===== src/rtl/pipeline_pkg.sv =====
// Shared types and constants for the 16-bit 5-stage pipeline.
// Memory-stage FSM states, branch codes carried down the pipe, and the hardwired zero register.
package pipeline_pkg;

    typedef enum logic {
        IDLE = 1'b0,
        BUSY = 1'b1
    } mem_state_t;

    localparam logic [2:0] BR_NONE = 3'd0;
    localparam logic [2:0] BR_BEQ  = 3'd1;
    localparam logic [2:0] BR_BNE  = 3'd2;
    localparam logic [2:0] BR_JMP  = 3'd3;

    localparam logic [3:0] REG_ZERO = 4'd0;

endpackage


===== src/rtl/memwb_register.sv =====
// MEM/WB pipeline register: one d/q pair per field, loaded when wen is high.
// Latency: 1 cycle. Backpressure: wen low holds all fields.
// Reset: synchronous, clears every field.
module memwb_register #(
    parameter int DATA_W = 16
) (
    input  logic              clk,
    input  logic              rst,
    input  logic              wen,
    input  logic              rf_write_d,
    input  logic [3:0]        rf_write_reg_d,
    input  logic [DATA_W-1:0] wb_data_d,
    input  logic [2:0]        branch_d,
    output logic              rf_write_q,
    output logic [3:0]        rf_write_reg_q,
    output logic [DATA_W-1:0] wb_data_q,
    output logic [2:0]        branch_q
);

    always_ff @(posedge clk) begin
        if (rst) begin
            rf_write_q     <= 1'b0;
            rf_write_reg_q <= '0;
            wb_data_q      <= '0;
            branch_q       <= '0;
        end else if (wen) begin
            rf_write_q     <= rf_write_d;
            rf_write_reg_q <= rf_write_reg_d;
            wb_data_q      <= wb_data_d;
            branch_q       <= branch_d;
        end
    end

endmodule


===== src/rtl/mem_stage.sv =====
// Memory stage: runs the data-memory req/ack access and owns the MEM/WB register.
// Latency: non-memop 1 cycle; memop 1 + ack delay, abandoned after MAX_WAIT unacked BUSY cycles.
// Backpressure: stall_out freezes upstream stages while an access is pending.
module mem_stage
    import pipeline_pkg::*;
#(
    parameter int DATA_W   = 16,
    parameter int ADDR_W   = 16,
    parameter int MAX_WAIT = 15
) (
    input  logic              clk,
    input  logic              rst,
    input  logic              rf_write,
    input  logic              dm_write,
    input  logic              memtoreg,
    input  logic [DATA_W-1:0] rf_data_out2,
    input  logic [DATA_W-1:0] result,
    input  logic [3:0]        rf_read_reg2,
    input  logic [3:0]        rf_write_reg,
    input  logic [2:0]        branch,
    output logic              mem_req,
    output logic              mem_wr,
    output logic [ADDR_W-1:0] mem_addr,
    output logic [DATA_W-1:0] mem_wdata,
    input  logic [DATA_W-1:0] mem_rdata,
    input  logic              mem_ack,
    output logic              stall_out,
    output logic              mem_err,
    output logic              rf_write_wb,
    output logic [3:0]        rf_write_reg_wb,
    output logic [DATA_W-1:0] wb_data,
    output logic [2:0]        branch_wb
);

    localparam int CNT_W = $clog2(MAX_WAIT + 1);

    mem_state_t       state;
    logic [CNT_W-1:0] wait_cnt;
    logic             memop;
    logic             timeout;
    logic             fwd;
    logic [DATA_W-1:0] wb_data_d;

    assign memop   = memtoreg | dm_write;
    assign timeout = (state == BUSY) && !mem_ack && (wait_cnt == CNT_W'(MAX_WAIT));

    // EX/MEM is frozen during the access, so addr/wr/wdata stay stable without extra latching.
    assign mem_req   = (state == IDLE) ? memop : 1'b1;
    assign stall_out = (state == IDLE) ? memop : (!mem_ack && !timeout);
    assign mem_wr    = dm_write;
    assign mem_addr  = result[ADDR_W-1:0];

    // MEM->MEM forward covers load-then-store on the same register.
    assign fwd       = rf_write_wb && (rf_write_reg_wb == rf_read_reg2) && (rf_read_reg2 != REG_ZERO);
    assign mem_wdata = fwd ? wb_data : rf_data_out2;

    assign wb_data_d = memtoreg ? (mem_ack ? mem_rdata : '0) : result;

    always_ff @(posedge clk) begin
        if (rst) begin
            state    <= IDLE;
            wait_cnt <= '0;
            mem_err  <= 1'b0;
        end else begin
            case (state)
                IDLE: begin
                    if (memop) begin
                        state    <= BUSY;
                        wait_cnt <= '0;
                    end
                end
                BUSY: begin
                    if (mem_ack) begin
                        state <= IDLE;
                    end else if (timeout) begin
                        state   <= IDLE;
                        mem_err <= 1'b1;
                    end else begin
                        wait_cnt <= wait_cnt + CNT_W'(1);
                    end
                end
                default: state <= IDLE;
            endcase
        end
    end

    memwb_register #(
        .DATA_W(DATA_W)
    ) u_memwb (
        .clk            (clk),
        .rst            (rst),
        .wen            (!stall_out),
        .rf_write_d     (rf_write & ~dm_write),
        .rf_write_reg_d (rf_write_reg),
        .wb_data_d      (wb_data_d),
        .branch_d       (branch),
        .rf_write_q     (rf_write_wb),
        .rf_write_reg_q (rf_write_reg_wb),
        .wb_data_q      (wb_data),
        .branch_q       (branch_wb)
    );

endmodule


===== config.mk =====
export PLATFORM = sky130hd
export DESIGN_NAME = mem_stage
export DESIGN_NICKNAME = d
export VERILOG_FILES = /design/src/rtl/pipeline_pkg.sv /design/src/rtl/memwb_register.sv /design/src/rtl/mem_stage.sv
export SDC_FILE = /design/constraint.sdc
export NUM_CORES = 1
export LEC_CHECK = 0
export ABC_AREA = 1
export CORE_ASPECT_RATIO = 0.8
export CORE_MARGIN = 10
export CORE_UTILIZATION = 38
export CTS_CLUSTER_SIZE = 30
export DETAILED_ROUTE_END_ITERATION = 12
export PLACE_DENSITY = 0.86
export RECOVER_POWER = 100
export SLEW_MARGIN = 40
export SYNTH_ARGS = -nofsm -noshare
export SYNTH_HDL_FRONTEND = slang
export SYNTH_HIERARCHICAL = 1
export SYNTH_SLANG_ARGS = --single-unit

===== constraint.sdc =====
create_clock -name clk -period 1.85 [get_ports clk]
set_clock_uncertainty 0.15 [all_clocks]
set_input_delay 0.2775 -clock clk [delete_from_list [all_inputs] [get_ports clk]]
set_output_delay 0.2775 -clock clk [all_outputs]
set_load 0.05 [all_outputs]

# Yosys cells after proc, flatten, opt, wreduce, memory -nomap -nowiden
# Index checks and enable logic that the tools add are counted.
# W data, S select, Z words.
# classes
add_sub_neg,1
mul,0
div_mod_pow,0
magnitude_cmp,0
n_eq_ne,5
n_shift,0
n_mux,13
bitwise,5
n_reduce_logical,10
# op_table
cell,count
$mux W16,3
$mux W4,3
$pmux W4 S2,1
$ne A2 B2 Y1 const B,3
$reduce_and A3 Y1,2
$logic_and A1 B1 Y1,5
$mux W1,5
$add A4 B1 Y4 const B,1
$eq A4 B4 Y1,1
$eq A4 B4 Y1 const B,1
$reduce_bool A4 Y1,1
$not A1 Y1,3
$logic_not A1 Y1,2
$pmux W1 S2,1
$and A1 B1 Y1,1
$or A1 B1 Y1,1
# totals
register_bits,30
latchBits,0
ramBits,0
romBits,0
n_memories,0

# Depth between registers and ports, before layout
# logic_depth
ltp_word,6
ltp_mapped,9
mapped_depth_nobuf,8

# By module
# The synthesis kept the hierarchy.
# by_module_without_submodules
module,instances,cells_per_inst,area_each_um2,seq_area_each_um2
mem_stage,1,196,1066.0,120.1
memwb_register,1,152,984.7,480.5

# Worst setup path after synthesis
# No wires, ideal clock.
# synth_timing
path_kind,register to output
start,register u_memwb.rf_write_reg_q[2]
end,output mem_wdata[10]
arrival_time_ns,1.679
slack_ns,-0.256
stages_incl_launch_ff,8
n_path_buf,1
path_cell_list,dfxtp_1 > inv_1 > nand2_1 > nand2_2 > nor2_8 > buf_4 > nand4_1 > nand2_1
# synth_via
elab_chain_cells,4
# synth_lines
item,line_no,text
from (decl),memwb_register.sv:15,"output logic [3:0] rf_write_reg_q,"
from (signal assigned),memwb_register.sv:28,rf_write_reg_q <= rf_write_reg_d;
$eq A4 B4 Y1,mem_stage.sv:54,assign fwd = rf_write_wb && (rf_write_reg_wb == rf_read_reg2) && (rf_read_reg2 != REG_ZERO);
$logic_and A1 B1 Y1 (2 in a row),mem_stage.sv:54,
$mux W16,mem_stage.sv:55,assign mem_wdata = fwd ? wb_data : rf_data_out2;
to (decl),mem_stage.sv:24,"output logic [DATA_W-1:0] mem_wdata,"
# No other way between the ends.

# Worst setup path after layout
# layout_timing
start,register u_memwb.rf_write_reg_q[3]
end,output mem_wdata[5]
# Same word-level chain as after synthesis.

==> results.md <==
* Layout cells sized above 1 at 30.7%
* Vias in the first global route at 2677
* Die Width at 102 um
* Largest stage delay, worst path at 0.37 ns
* Cells after Synth at 348
* Final Hold Vio Count at 0
* Row cnt at 23
* Clock sink count at 30
* First-pass GRT wire length at 13.3 mm
* Final core occ at 77.5%
* Worst setup margin at -0.212 ns
* CTS tree: done
* Initial antenna violation count at 0
* FFs w/ async S/R, synth at 0%
* Input/output buffers at 124
* PwrDens at 692 nW/um^2
* Worst slew pin tran at 0.725 ns
* Comb pwr share at 47.8%
* Post-synth cell types at 19
* Placer Congestion at 0.881
* N_diodes at 0
* Setup violators final at 16
* Area delta synth->final at 93.6%
* CTS clk-pin slew, worst paths at 0.07 ns
* CORE AREA at 5120 um^2
* Cell chain of the critical path: inv_2 > nand2_2 > nand2_4 > nor2_8 > buf_12 > buf_16 > nand4_1 > nand2_2 > buf_12
* DRT antenna net count at 0
* Seq cells post-synth at 30
* Root Driver: clkbuf_8
* Power Total at 2.75 mW
* Yosys warns at 6
* I/O pins at 125
* Register area share after synthesis at 29.3%
* Hold Path Class: reg2reg
* Max-cap viol count at 0
* Worst Path Required at 1.42 ns
* RSZ-0062 raised after global routing: true
* R2r startpoint: wait_cnt[0]$_SDFFE_PP0P_
* P_leak at 1.95 nW
* NetSw at 1.07 mW
* Fin nets at 538
* Buf/Inv on CP at 4
* Net Sw Frac at 38.9%
* Tot GR Track Use at 18.6%
* CTS buffer count at 5
* Slowest cell on the critical path: dfxtp_2
* Sequential Power Share at 28.0%
* Cell taking the most area after synthesis: dfxtp_1
* Post-synth top cells: nand2_1 (132), nor2_1 (61), inv_1 (40)
* Pins Over Slew Limit at 0
* Largest net degree at the start of global routing at 31
* Fillers at 384
* Critical path data arrival time at 1.63 ns
* Int Power at 1.68 mW
* Gr ovfl total at 0
* Hold_sp: u_memwb/branch_q[1]$_SDFFE_PP0P_
* Mapped Nets at 414
* CP startpoint kind: flop
* Failing checks: negative setup slack
* Final worst path period share at 111%
* Via density at 4.74
* Syn Area/Cell at 5.89 um^2
* Clk pwr share at 24.2%
* Setup CP Type: reg2out
* CTS max path bufs at 2
* Peak Freq at 0.485 GHz
* Setup TNS Final at -2.93 ns
* Drt wl/cell at 15.3 um
* FF/Latch Area at 609 um^2
* CP delay by family, top: simple AND/OR/NAND/NOR gates
* Post-synth top area share at 29.3%
* Count leader, synth: nand2_1
* DRC viols at 0
* Total Routed Length at 8.19 mm
* Area of the multi-input gates at 1210 um^2
* Max Fanout on Critical Path at 8
* Mapped cell area at 2050 um^2
* Die Ht at 85.7 um
* Clk Latency, worst-skew pair at 0.27 ns
* CTS H-tree depth at 2
* Initial Util at 40.0%
* TritonRoute pass-1 iters at 4
* Final HPWL DP at 6.32 mm
* Worst rel slew slack at 51.4%
* # hold bufs at CTS at 0
* Synth area leaders: dfxtp_1 (29%), nand2_1 (24%), nor2_1 (11%)
* Via Count at 2538
* Die ar. at 8750 um^2
* EDFF count, synth at 0
* Maximum vdd ir drop at 0.000479 V
* Outcome: complete, but fails checks
* CP Capture Type: output pin
* Synth Flop Type: dfxtp_1
* Period minus WS final at 2.06 ns
* Detailed Route Iter0 Violations at 79
* Setup crit start: u_memwb/rf_write_reg_q[3]$_SDFFE_PP0P_
==> layout by cell type, fill, tap and decap left out <==
| master | instances |
|---|---|
| a21oi_1 | 1 |
| buf_12 | 41 |
| buf_16 | 2 |
| buf_4 | 34 |
| buf_6 | 1 |
| bufinv_16 | 1 |
| clkbuf_1 | 6 |
| clkbuf_2 | 1 |
| clkbuf_8 | 5 |
| clkdlybuf4s50_1 | 60 |
| clkinv_1 | 1 |
| clkinvlp_4 | 2 |
| dfxtp_1 | 23 |
| dfxtp_2 | 7 |
| dlygate4sd2_1 | 4 |
| ha_4 | 1 |
| inv_1 | 37 |
| inv_2 | 2 |
| nand2_1 | 97 |
| nand2_2 | 37 |
| nand2_4 | 3 |
| nand3_1 | 19 |
| nand3_2 | 2 |
| nand3_4 | 2 |
| nand4_1 | 17 |
| nor2_1 | 61 |
| nor2_8 | 2 |
| nor3_1 | 1 |
| o21ai_2 | 1 |
| or2_2 | 1 |
| xnor2_1 | 1 |
==> power by group through the flow <==
stage	Sequential (mW)	Combinational [mW]	Clock, mW
2_1_floorplan	0.963	0.510	0
3_3_place_gp	0.779	1.19	0
3_5_place_dp	0.784	1.21	0
4_1_cts	0.767	1.31	0.673
5_1_grt	0.780	1.40	0.697
6_report	0.770	1.31	0.664
==> timing repair <==
| item | CTS | global route |
|---|---|---|
| gates cloned | 3 | 0 |
| buffers inserted | 11 | 0 |
| endpoints found under the setup margin | 17 | 17 |
| pin swaps | 28 | 18 |
| gates resized for setup | 33 | 11 |
==> stage by stage <==
stage	worst slack [ns]	hold WS [ns]	cell area, um^2	std cells
detailed placement	-0.285	0.314	3590	513
global route	-0.281	0.358	3970	535
finish	-0.212	0.321	3970	535
CTS	-0.172	0.326	3960	535
global placement	-0.207	0.310	3590	513
floorplan	0.0277	0.197	2090	348
==> registers in the layout, summed over array words and instances, names as in the netlist <==
| name | flops |
|---|---|
| mem_err | 1 |
| state | 1 |
| u_memwb/branch_q | 3 |
| u_memwb/rf_write_q | 1 |
| u_memwb/rf_write_reg_q | 4 |
| u_memwb/wb_data_q | 16 |
| wait_cnt | 4 |
==> routing by layer <==
metal,vias to the layer above,GRT usage [%],part of all wire [%]
li1,1291,-,-
met1,1144,20.5,41
met2,97,32.8,48
met3,6,7.22,9.7
met4,0,4.22,1.1
met5,-,0,0
==> cell type report <==
class | count | share of cell area (%)
repair buffers | 149 | 45.5
well taps | 62 | 1.95
inverters | 40 | 3.78
flip-flops and latches | 30 | 15.3
clock inverters | 3 | 1.13
multi-input cells | 246 | 30.6
clock buffers | 5 | 1.73
==> path summary, 6_finish.rpt <==
check        slack [ns]  cells after the start                                     end
max               -0.21                      9                            mem_wdata[5]
min                0.32                      2        u_memwb/branch_q[1]$_SDFFE_PP0P_
max reg2reg        0.24                      9  u_memwb/rf_write_reg_q[1]$_SDFFE_PP0P_
min reg2reg        0.32                      2        u_memwb/branch_q[1]$_SDFFE_PP0P_
==> worst register-to-register path, stage by stage (launching register included) <==
cell	delay [ns]
dfxtp_2	0.37
ha_4	0.15
nand3_2	0.09
nand3_2	0.11
nand2_4	0.05
inv_1	0.11
buf_4	0.25
nand2_1	0.08
nand2_1	0.07
nor2_1	0.07
==> logic make-up (layout without fill, tap and decap cells) <==
logic type | Yosys count | after routing | share of synthesized area, %
AO/OA/AOI/OAI | 2 | 2 | 0.488
flip-flops | 30 | 30 | 29.3
XOR/XNOR | 1 | 1 | 0.427
buffers and inverters | 73 | 197 | 18.7
AND/OR/NAND/NOR | 241 | 242 | 50.5
adder cells (fa/ha/maj) | 1 | 1 | 0.610
No activity file was read; power rests on OpenSTA's default activity.
